### src/rtl/obstacle_lanes_pkg.sv
// Shared constants, lane state record and x-wrap helpers for the obstacle lane stage.
package obstacle_lanes_pkg;
  localparam int SCREEN_W  = 640;
  localparam int SCREEN_H  = 480;
  localparam int NUM_LANES = 8;
  localparam int LANE_H    = 60;
  localparam int CAR_W     = 48;

  localparam logic [15:0] LFSR_TAPS  = 16'hB400;
  localparam logic [15:0] LFSR_RESET = 16'hACE1;

  typedef struct packed {
    logic       active;
    logic       dir;
    logic [1:0] speed;
    logic [9:0] car_x;
  } lane_t;

  // Single conditional subtract; callers guarantee x < 2*SCREEN_W.
  function automatic logic [9:0] wrap_x(input logic [10:0] x);
    return (x >= 11'(SCREEN_W)) ? 10'(x - 11'(SCREEN_W)) : x[9:0];
  endfunction

  function automatic logic [9:0] step_car(input lane_t l);
    if (!l.dir)
      return wrap_x({1'b0, l.car_x} + {9'd0, l.speed});
    else if (l.car_x < {8'd0, l.speed})
      return 10'({1'b0, l.car_x} + 11'(SCREEN_W) - {9'd0, l.speed});
    else
      return l.car_x - {8'd0, l.speed};
  endfunction
endpackage

### src/rtl/obstacle_lanes_if.sv
// Scroll/beam inputs and pixel/collision outputs of the obstacle lane stage.
interface obstacle_lanes_if;
  logic [9:0] y_pos;
  logic       move_followers;
  logic       frame_start;
  logic [9:0] hpos;
  logic [9:0] vpos;
  logic       display_on;
  logic [9:0] player_x;
  logic       obstacle_px;
  logic       collision;

  modport master (
    output y_pos, move_followers, frame_start, hpos, vpos, display_on, player_x,
    input  obstacle_px, collision
  );

  modport slave (
    input  y_pos, move_followers, frame_start, hpos, vpos, display_on, player_x,
    output obstacle_px, collision
  );
endinterface

### src/rtl/obstacle_lanes_lfsr.sv
// Free-running 16-bit Galois LFSR (x^16+x^14+x^13+x^11+1), right-shifting.
module lane_lfsr
  import obstacle_lanes_pkg::*;
#(
  parameter logic [15:0] SEED = LFSR_RESET
)(
  input  logic        clk,
  input  logic        reset,
  output logic [15:0] o_lfsr
);
  logic [15:0] r_state;

  always_ff @(posedge clk) begin
    if (reset)
      r_state <= SEED;
    else
      r_state <= {1'b0, r_state[15:1]} ^ (r_state[0] ? LFSR_TAPS : 16'h0000);
  end

  assign o_lfsr = r_state;
endmodule

### src/rtl/obstacle_lanes.sv
// World-space traffic lanes: per-frame car motion, LFSR lane regeneration as lanes
// scroll in at the top, one-cycle obstacle pixel render and sticky player collision.
module obstacle_lanes
  import obstacle_lanes_pkg::*;
#(
  parameter int          PLAYER_Y  = 440,
  parameter int          PLAYER_SZ = 16,
  parameter logic [15:0] LFSR_SEED = LFSR_RESET
)(
  input logic             clk,
  input logic             reset,
  obstacle_lanes_if.slave bus
);
  localparam int LIDX_W = $clog2(NUM_LANES);

  logic [15:0] w_lfsr;
  logic        w_unused;

  lane_lfsr #(.SEED(LFSR_SEED)) u_lfsr (
    .clk    (clk),
    .reset  (reset),
    .o_lfsr (w_lfsr)
  );

  assign w_unused = &{1'b0, w_lfsr[15:14]};

  lane_t r_lane [NUM_LANES];
  logic  r_px, r_hit, r_coll;

  // Screen row -> world row -> lane, using subtract/compare chains instead of a divider.
  logic [10:0]       w_diff;
  logic [8:0]        w_world;
  logic [LIDX_W-1:0] w_lane_idx;

  always_comb begin
    w_diff = {1'b0, bus.vpos} + 11'(SCREEN_H) - {1'b0, bus.y_pos};
    if (w_diff >= 11'(3*SCREEN_H))      w_world = 9'(w_diff - 11'(3*SCREEN_H));
    else if (w_diff >= 11'(2*SCREEN_H)) w_world = 9'(w_diff - 11'(2*SCREEN_H));
    else if (w_diff >= 11'(SCREEN_H))   w_world = 9'(w_diff - 11'(SCREEN_H));
    else                                w_world = 9'(w_diff);
    w_lane_idx = '0;
    for (int k = 1; k < NUM_LANES; k++)
      if (w_world >= 9'(k*LANE_H)) w_lane_idx = LIDX_W'(k);
  end

  lane_t       w_sel;
  logic [10:0] w_dx_raw;
  logic [9:0]  w_dx;
  logic        w_car_px;
  logic        w_player_hit;

  always_comb begin
    w_sel    = r_lane[w_lane_idx];
    w_dx_raw = {1'b0, bus.hpos} + 11'(SCREEN_W) - {1'b0, w_sel.car_x};
    if (w_dx_raw >= 11'(2*SCREEN_W))  w_dx = 10'(w_dx_raw - 11'(2*SCREEN_W));
    else if (w_dx_raw >= 11'(SCREEN_W)) w_dx = 10'(w_dx_raw - 11'(SCREEN_W));
    else                                w_dx = 10'(w_dx_raw);
    w_car_px = bus.display_on & w_sel.active & (w_dx < 10'(CAR_W));
    w_player_hit = (bus.vpos >= 10'(PLAYER_Y)) &&
                   (bus.vpos <  10'(PLAYER_Y + PLAYER_SZ)) &&
                   ({1'b0, bus.hpos} >= {1'b0, bus.player_x}) &&
                   ({1'b0, bus.hpos} <  {1'b0, bus.player_x} + 11'(PLAYER_SZ));
  end

  // The lane that has just scrolled onto the top row gets fresh contents.
  logic              w_regen;
  logic [LIDX_W-1:0] w_regen_lane;
  lane_t             w_fresh;

  always_comb begin
    w_regen      = 1'b0;
    w_regen_lane = '0;
    for (int k = 0; k < NUM_LANES; k++) begin
      if (bus.y_pos == 10'(k*LANE_H)) begin
        w_regen      = bus.move_followers;
        w_regen_lane = LIDX_W'((NUM_LANES - k) % NUM_LANES);
      end
    end
    w_fresh.active = w_lfsr[0];
    w_fresh.dir    = w_lfsr[1];
    w_fresh.speed  = (w_lfsr[3:2] == 2'd0) ? 2'd1 : w_lfsr[3:2];
    w_fresh.car_x  = wrap_x({1'b0, w_lfsr[13:4]});
  end

  always_ff @(posedge clk) begin
    if (reset) begin
      for (int i = 0; i < NUM_LANES; i++) begin
        r_lane[i].active <= ((i % 2) == 0);
        r_lane[i].dir    <= (((i / 2) % 2) == 1);
        r_lane[i].speed  <= 2'd1;
        r_lane[i].car_x  <= 10'(i*80);
      end
      r_px   <= 1'b0;
      r_hit  <= 1'b0;
      r_coll <= 1'b0;
    end else begin
      for (int i = 0; i < NUM_LANES; i++) begin
        if (w_regen && (w_regen_lane == LIDX_W'(i)))
          r_lane[i] <= w_fresh;
        else if (bus.frame_start && r_lane[i].active)
          r_lane[i].car_x <= step_car(r_lane[i]);
      end
      r_px   <= w_car_px;
      r_hit  <= w_player_hit;
      r_coll <= r_coll | (r_px & r_hit);
    end
  end

  assign bus.obstacle_px = r_px;
  assign bus.collision   = r_coll;
endmodule
### src/flat_wrapper.sv
// flat-port wrapper written by rule: the top's interface ports become plain ports
module obstacle_lanes_flat import obstacle_lanes_pkg::*;
#(
  parameter int          PLAYER_Y  = 440,
  parameter int          PLAYER_SZ = 16,
  parameter logic [15:0] LFSR_SEED = LFSR_RESET
)
  (clk, reset, bus_y_pos, bus_move_followers, bus_frame_start, bus_hpos, bus_vpos, bus_display_on, bus_player_x, bus_obstacle_px, bus_collision);
  obstacle_lanes_if bus_i ();
  input logic clk;
  input logic reset;
  input wire logic [$bits(bus_i.y_pos)-1:0] bus_y_pos;
  input wire logic [$bits(bus_i.move_followers)-1:0] bus_move_followers;
  input wire logic [$bits(bus_i.frame_start)-1:0] bus_frame_start;
  input wire logic [$bits(bus_i.hpos)-1:0] bus_hpos;
  input wire logic [$bits(bus_i.vpos)-1:0] bus_vpos;
  input wire logic [$bits(bus_i.display_on)-1:0] bus_display_on;
  input wire logic [$bits(bus_i.player_x)-1:0] bus_player_x;
  output wire logic [$bits(bus_i.obstacle_px)-1:0] bus_obstacle_px;
  output wire logic [$bits(bus_i.collision)-1:0] bus_collision;
  assign bus_i.y_pos = bus_y_pos;
  assign bus_i.move_followers = bus_move_followers;
  assign bus_i.frame_start = bus_frame_start;
  assign bus_i.hpos = bus_hpos;
  assign bus_i.vpos = bus_vpos;
  assign bus_i.display_on = bus_display_on;
  assign bus_i.player_x = bus_player_x;
  assign bus_obstacle_px = bus_i.obstacle_px;
  assign bus_collision = bus_i.collision;
  obstacle_lanes #(.PLAYER_Y(PLAYER_Y), .PLAYER_SZ(PLAYER_SZ), .LFSR_SEED(LFSR_SEED)) u_core (.clk(clk), .reset(reset), .bus(bus_i));
endmodule
### config.mk
export PLATFORM = sky130hd
export DESIGN_NAME = obstacle_lanes_flat
export DESIGN_NICKNAME = d
export VERILOG_FILES = /design/src/rtl/obstacle_lanes_pkg.sv /design/src/rtl/obstacle_lanes_if.sv /design/src/rtl/obstacle_lanes_lfsr.sv /design/src/rtl/obstacle_lanes.sv /design/src/flat_wrapper.sv
export SDC_FILE = /design/constraint.sdc
export NUM_CORES = 1
export LEC_CHECK = 0
export ABC_AREA = 1
export CAP_MARGIN = 30
export CELL_PAD_IN_SITES_DETAIL_PLACEMENT = 0
export CELL_PAD_IN_SITES_GLOBAL_PLACEMENT = 1
export CORE_UTILIZATION = 48
export DETAILED_ROUTE_END_ITERATION = 7
export MAX_ROUTING_LAYER = met4
export PLACE_DENSITY_LB_ADDON = 0.1
export REMOVE_ABC_BUFFERS = 1
export SETUP_SLACK_MARGIN = 0.15
export SYNTH_ARGS = -nofsm -noshare
export SYNTH_HDL_FRONTEND = slang
export SYNTH_SLANG_ARGS = --single-unit
### constraint.sdc
create_clock -name clk -period 8.2 [get_ports clk]
set_clock_uncertainty 0.05 [all_clocks]
set_input_delay 1.64 -clock clk [delete_from_list [all_inputs] [get_ports clk]]
set_output_delay 1.64 -clock clk [all_outputs]
set_load 0.005 [all_outputs]
==> results.cfg, run 1 <==
[status]
outcome = finished clean

[timing]
relSlewSlack = 0.338
hold_violations = 0
finalMaxSlewViolations = 0
max_clock_freq_ghz = 0.125
tightest_slew_ns = 0.987
setup_viol = 0
min_period_ns = 7.97
rsz0062_at_grt = true
min_period_over_period = 0.972

[yosys]
ys_seq_elements = 131
synth_area_per_cell_um2 = 7.24
async_reset_ff_frac = 0
synth_top_area_frac = 0.191
synth_top_cell_by_area = edfxtp_1
yosys.cell_types.count = 67
ys_seq_area_frac = 0.217
synth_warnings = 0
synth_edf_count = 109
yosysMostFrequentCell = nand2_1
syn_area_mm2 = 0.0171
ys.flop_type = edfxtp_1
syn_inst = 2363
synthTopCellsByCount = 421 x nand2_1, 413 x inv_1, 257 x ha_1, 175 x nor2_1, 165 x nand3_1
ys_top_cells_by_area = edfxtp_1 19%, ha_1 19%, nand2_1 9.2%

[critical_path]
endpoint_kind = register
cpPeakStageDelay_ns = 0.47
cp_slowest_cell = clkdlybuf4s50_1
cp.required_ns = 8.53
critPathLaunchType = input pin
cp.arrival_ns = 8.30
crit_top_cell = nand2_1
path_class = in2reg
path_max_fanout = 9
r2r_slack_ns = 4.30

[placed_design]
dp_hpwl_um = 42700
place_congestion = 0.946
port_buffers = 46

[clocking]
clkLatencyLatePin_ns = 0.44
numCtsBuffers = 17
cts_tree = yes
cts_buffer_depth = 2
cts_sinks = 131
h-tree-depth = 4
holdBufCountCts = 0
cts.clk_slew.worst_paths_ns = 0.07
cts-root-buf = clkbuf_16

[finish]
drive_gt1_frac = 0.0921
nets = 2813
num-fill-cells = 3347
utilization = 0.564
regArea_mm2 = 0.00371
multiInputGateArea_mm2 = 0.0119
areaGrowthSynthToFinish_pct = 14.7

[flow_run]
drv_cap = 0

[grt]
grt_util_all_layers = 0.304
met1_usage = 0.398
busiest_layer = met2
grt_pass1_wl_um = 83300
use_met2 = 0.494
antenna_found_initial = 2
grt_pass1_vias = 15500
grt_overflow_total = 0
use_met3 = 0.0421
grt_max_degree = 41

[route]
dr.pass1.iters = 6
viasPerCell = 5.51
drcViolationCount = 0
route.vias.total = 16300
routed_wl_um = 53300
wl_per_cell_um = 18.0
drtIter0Drc = 1250
drtAntennaViolNets = 0

[floorplanning]
die-area_mm2 = 0.0364
initial_core_util = 0.492
design.core.area_mm2 = 0.0348
die_w_um = 191
num_rows = 68
io_pins = 47
dieHeight_um = 191

[power]
power_density_mw_per_mm2 = 275
ir_worst_vdd_mv = 0.315
p_leak_nw = 9.30
finalPower_mw = 5.41

[worst_hold_path]
hold_class = reg2reg
==> sequential cells by signal, summed over array words and instances, names as in the netlist <==
signal                  count
u_core.bus.obstacle_px      1
u_core.bus.collision        1
u_core.u_lfsr.o_lfsr       16
u_core.r_hit                1
u_core.r_lane             112
==> per-layer routing <==
layer,up-vias,share of wire
met4,0,0.022
met3,80,0.063
met2,459,0.47
met5,-,0
met1,7631,0.45
li1,8099,-
==> cells by family after synthesis <==
group           after synthesis  synth area share
flops                       131             0.217
compound gates              461             0.160
simple gates                870             0.221
buf+inv                     470             0.107
mux                           3           0.00183
fa+ha+maj                   283             0.218
xor+xnor                    145            0.0747
==> what timing repair did <==
| action | 4_1_cts | 5_1_grt |
|---|---|---|
| setup buffers | 2 | 4 |
| cloned | 1 | 0 |
| pin swaps | 7 | 18 |
| endpoints found under the setup margin | 1 | 1 |
| resized for setup | 14 | 46 |
==> through the flow <==
stage,TNS (ns),area [um^2],cells,setup WS (ns),hold slack [ns]
floorplan,0,16900,2321,0.355,0.338
global placement,-0.144,18600,2914,-0.144,0.341
detailed placement,-0.416,18600,2914,-0.416,0.349
CTS,0,19300,2949,0.152,0.357
global route,-0.347,19600,2954,-0.347,0.401
finish,0,19600,2954,0.229,0.356
==> worst max-delay path: cells and delay by family <==
kind / cells / cell delay (ns)
simple gates: 20 / 1.80
compound gates: 9 / 1.36
buf+inv: 11 / 1.46
xor+xnor: 1 / 0.29
fa+ha+maj: 7 / 1.74
==> worst paths after layout <==
path,start,end,depth (start not counted)
worst max-delay path,bus_y_pos[1],u_core.bus.obstacle_px,48
worst min-delay path,u_core.u_lfsr.o_lfsr[15],u_core.u_lfsr.o_lfsr[14],2
worst max register to register,u_core.r_lane[1][4],u_core.bus.obstacle_px,23
worst min register to register,u_core.u_lfsr.o_lfsr[15],u_core.u_lfsr.o_lfsr[14],2
==> cell usage in the layout (no fill, tap or decap), types with 6 or more instances in the layout <==
cell             netlist  routed
a31oi_1                9       9
fa_1                  26      24
a21oi_2                1       8
o211ai_1              39      39
xor2_1               118     116
o21ai_0              161     158
edfxtp_1             109     109
o21ai_1               12      14
nor3_1                32      30
nand2_1              421     413
nor4_1                 8       8
or2_2                  7       7
nand3_1              165     162
o21bai_1              19      17
clkbuf_16              0      17
o2111ai_1              6       6
ha_1                 257     242
buf_4                  2      94
xnor2_1               26      26
nand3_2                4       7
nor2_1               175     174
inv_1                413     412
dfxtp_1               22      22
nand2_2                9      16
a21oi_1              139     130
o221ai_1              10      10
nand4_1               33      33
a211oi_1               6       6
inv_2                 10      11
clkdlybuf4s50_1        0      46
o31ai_1               21      20
ha_4                   0      10
==> cell type report <==
type / count / area share
multi-input cells: 1763 / 0.606
flip-flops and latches: 131 / 0.189
inverters: 428 / 0.0822
repair buffers: 144 / 0.0626
well taps: 455 / 0.0290
clock buffers: 18 / 0.0219
clock inverters: 14 / 0.00918
diodes: 1 / 0.000128
==> report_power, final <==
part | total (mW) | switching [mW] | internal (mW)
sequential | 0.869 | 0.0903 | 0.779
combinational | 3.73 | 2.12 | 1.61
clock | 0.803 | 0.322 | 0.481
total | 5.41 | 2.53 | 2.87
Note: power is estimated with default switching activity, not from simulation.
==> run 2, diff against run 1 <==
Settings changed: CAP_MARGIN 30 to 20, CORE_MARGIN from default to 1.
==> results of run 2 <==
No change in the layout: final DEF, timing and power equal those of run 1.
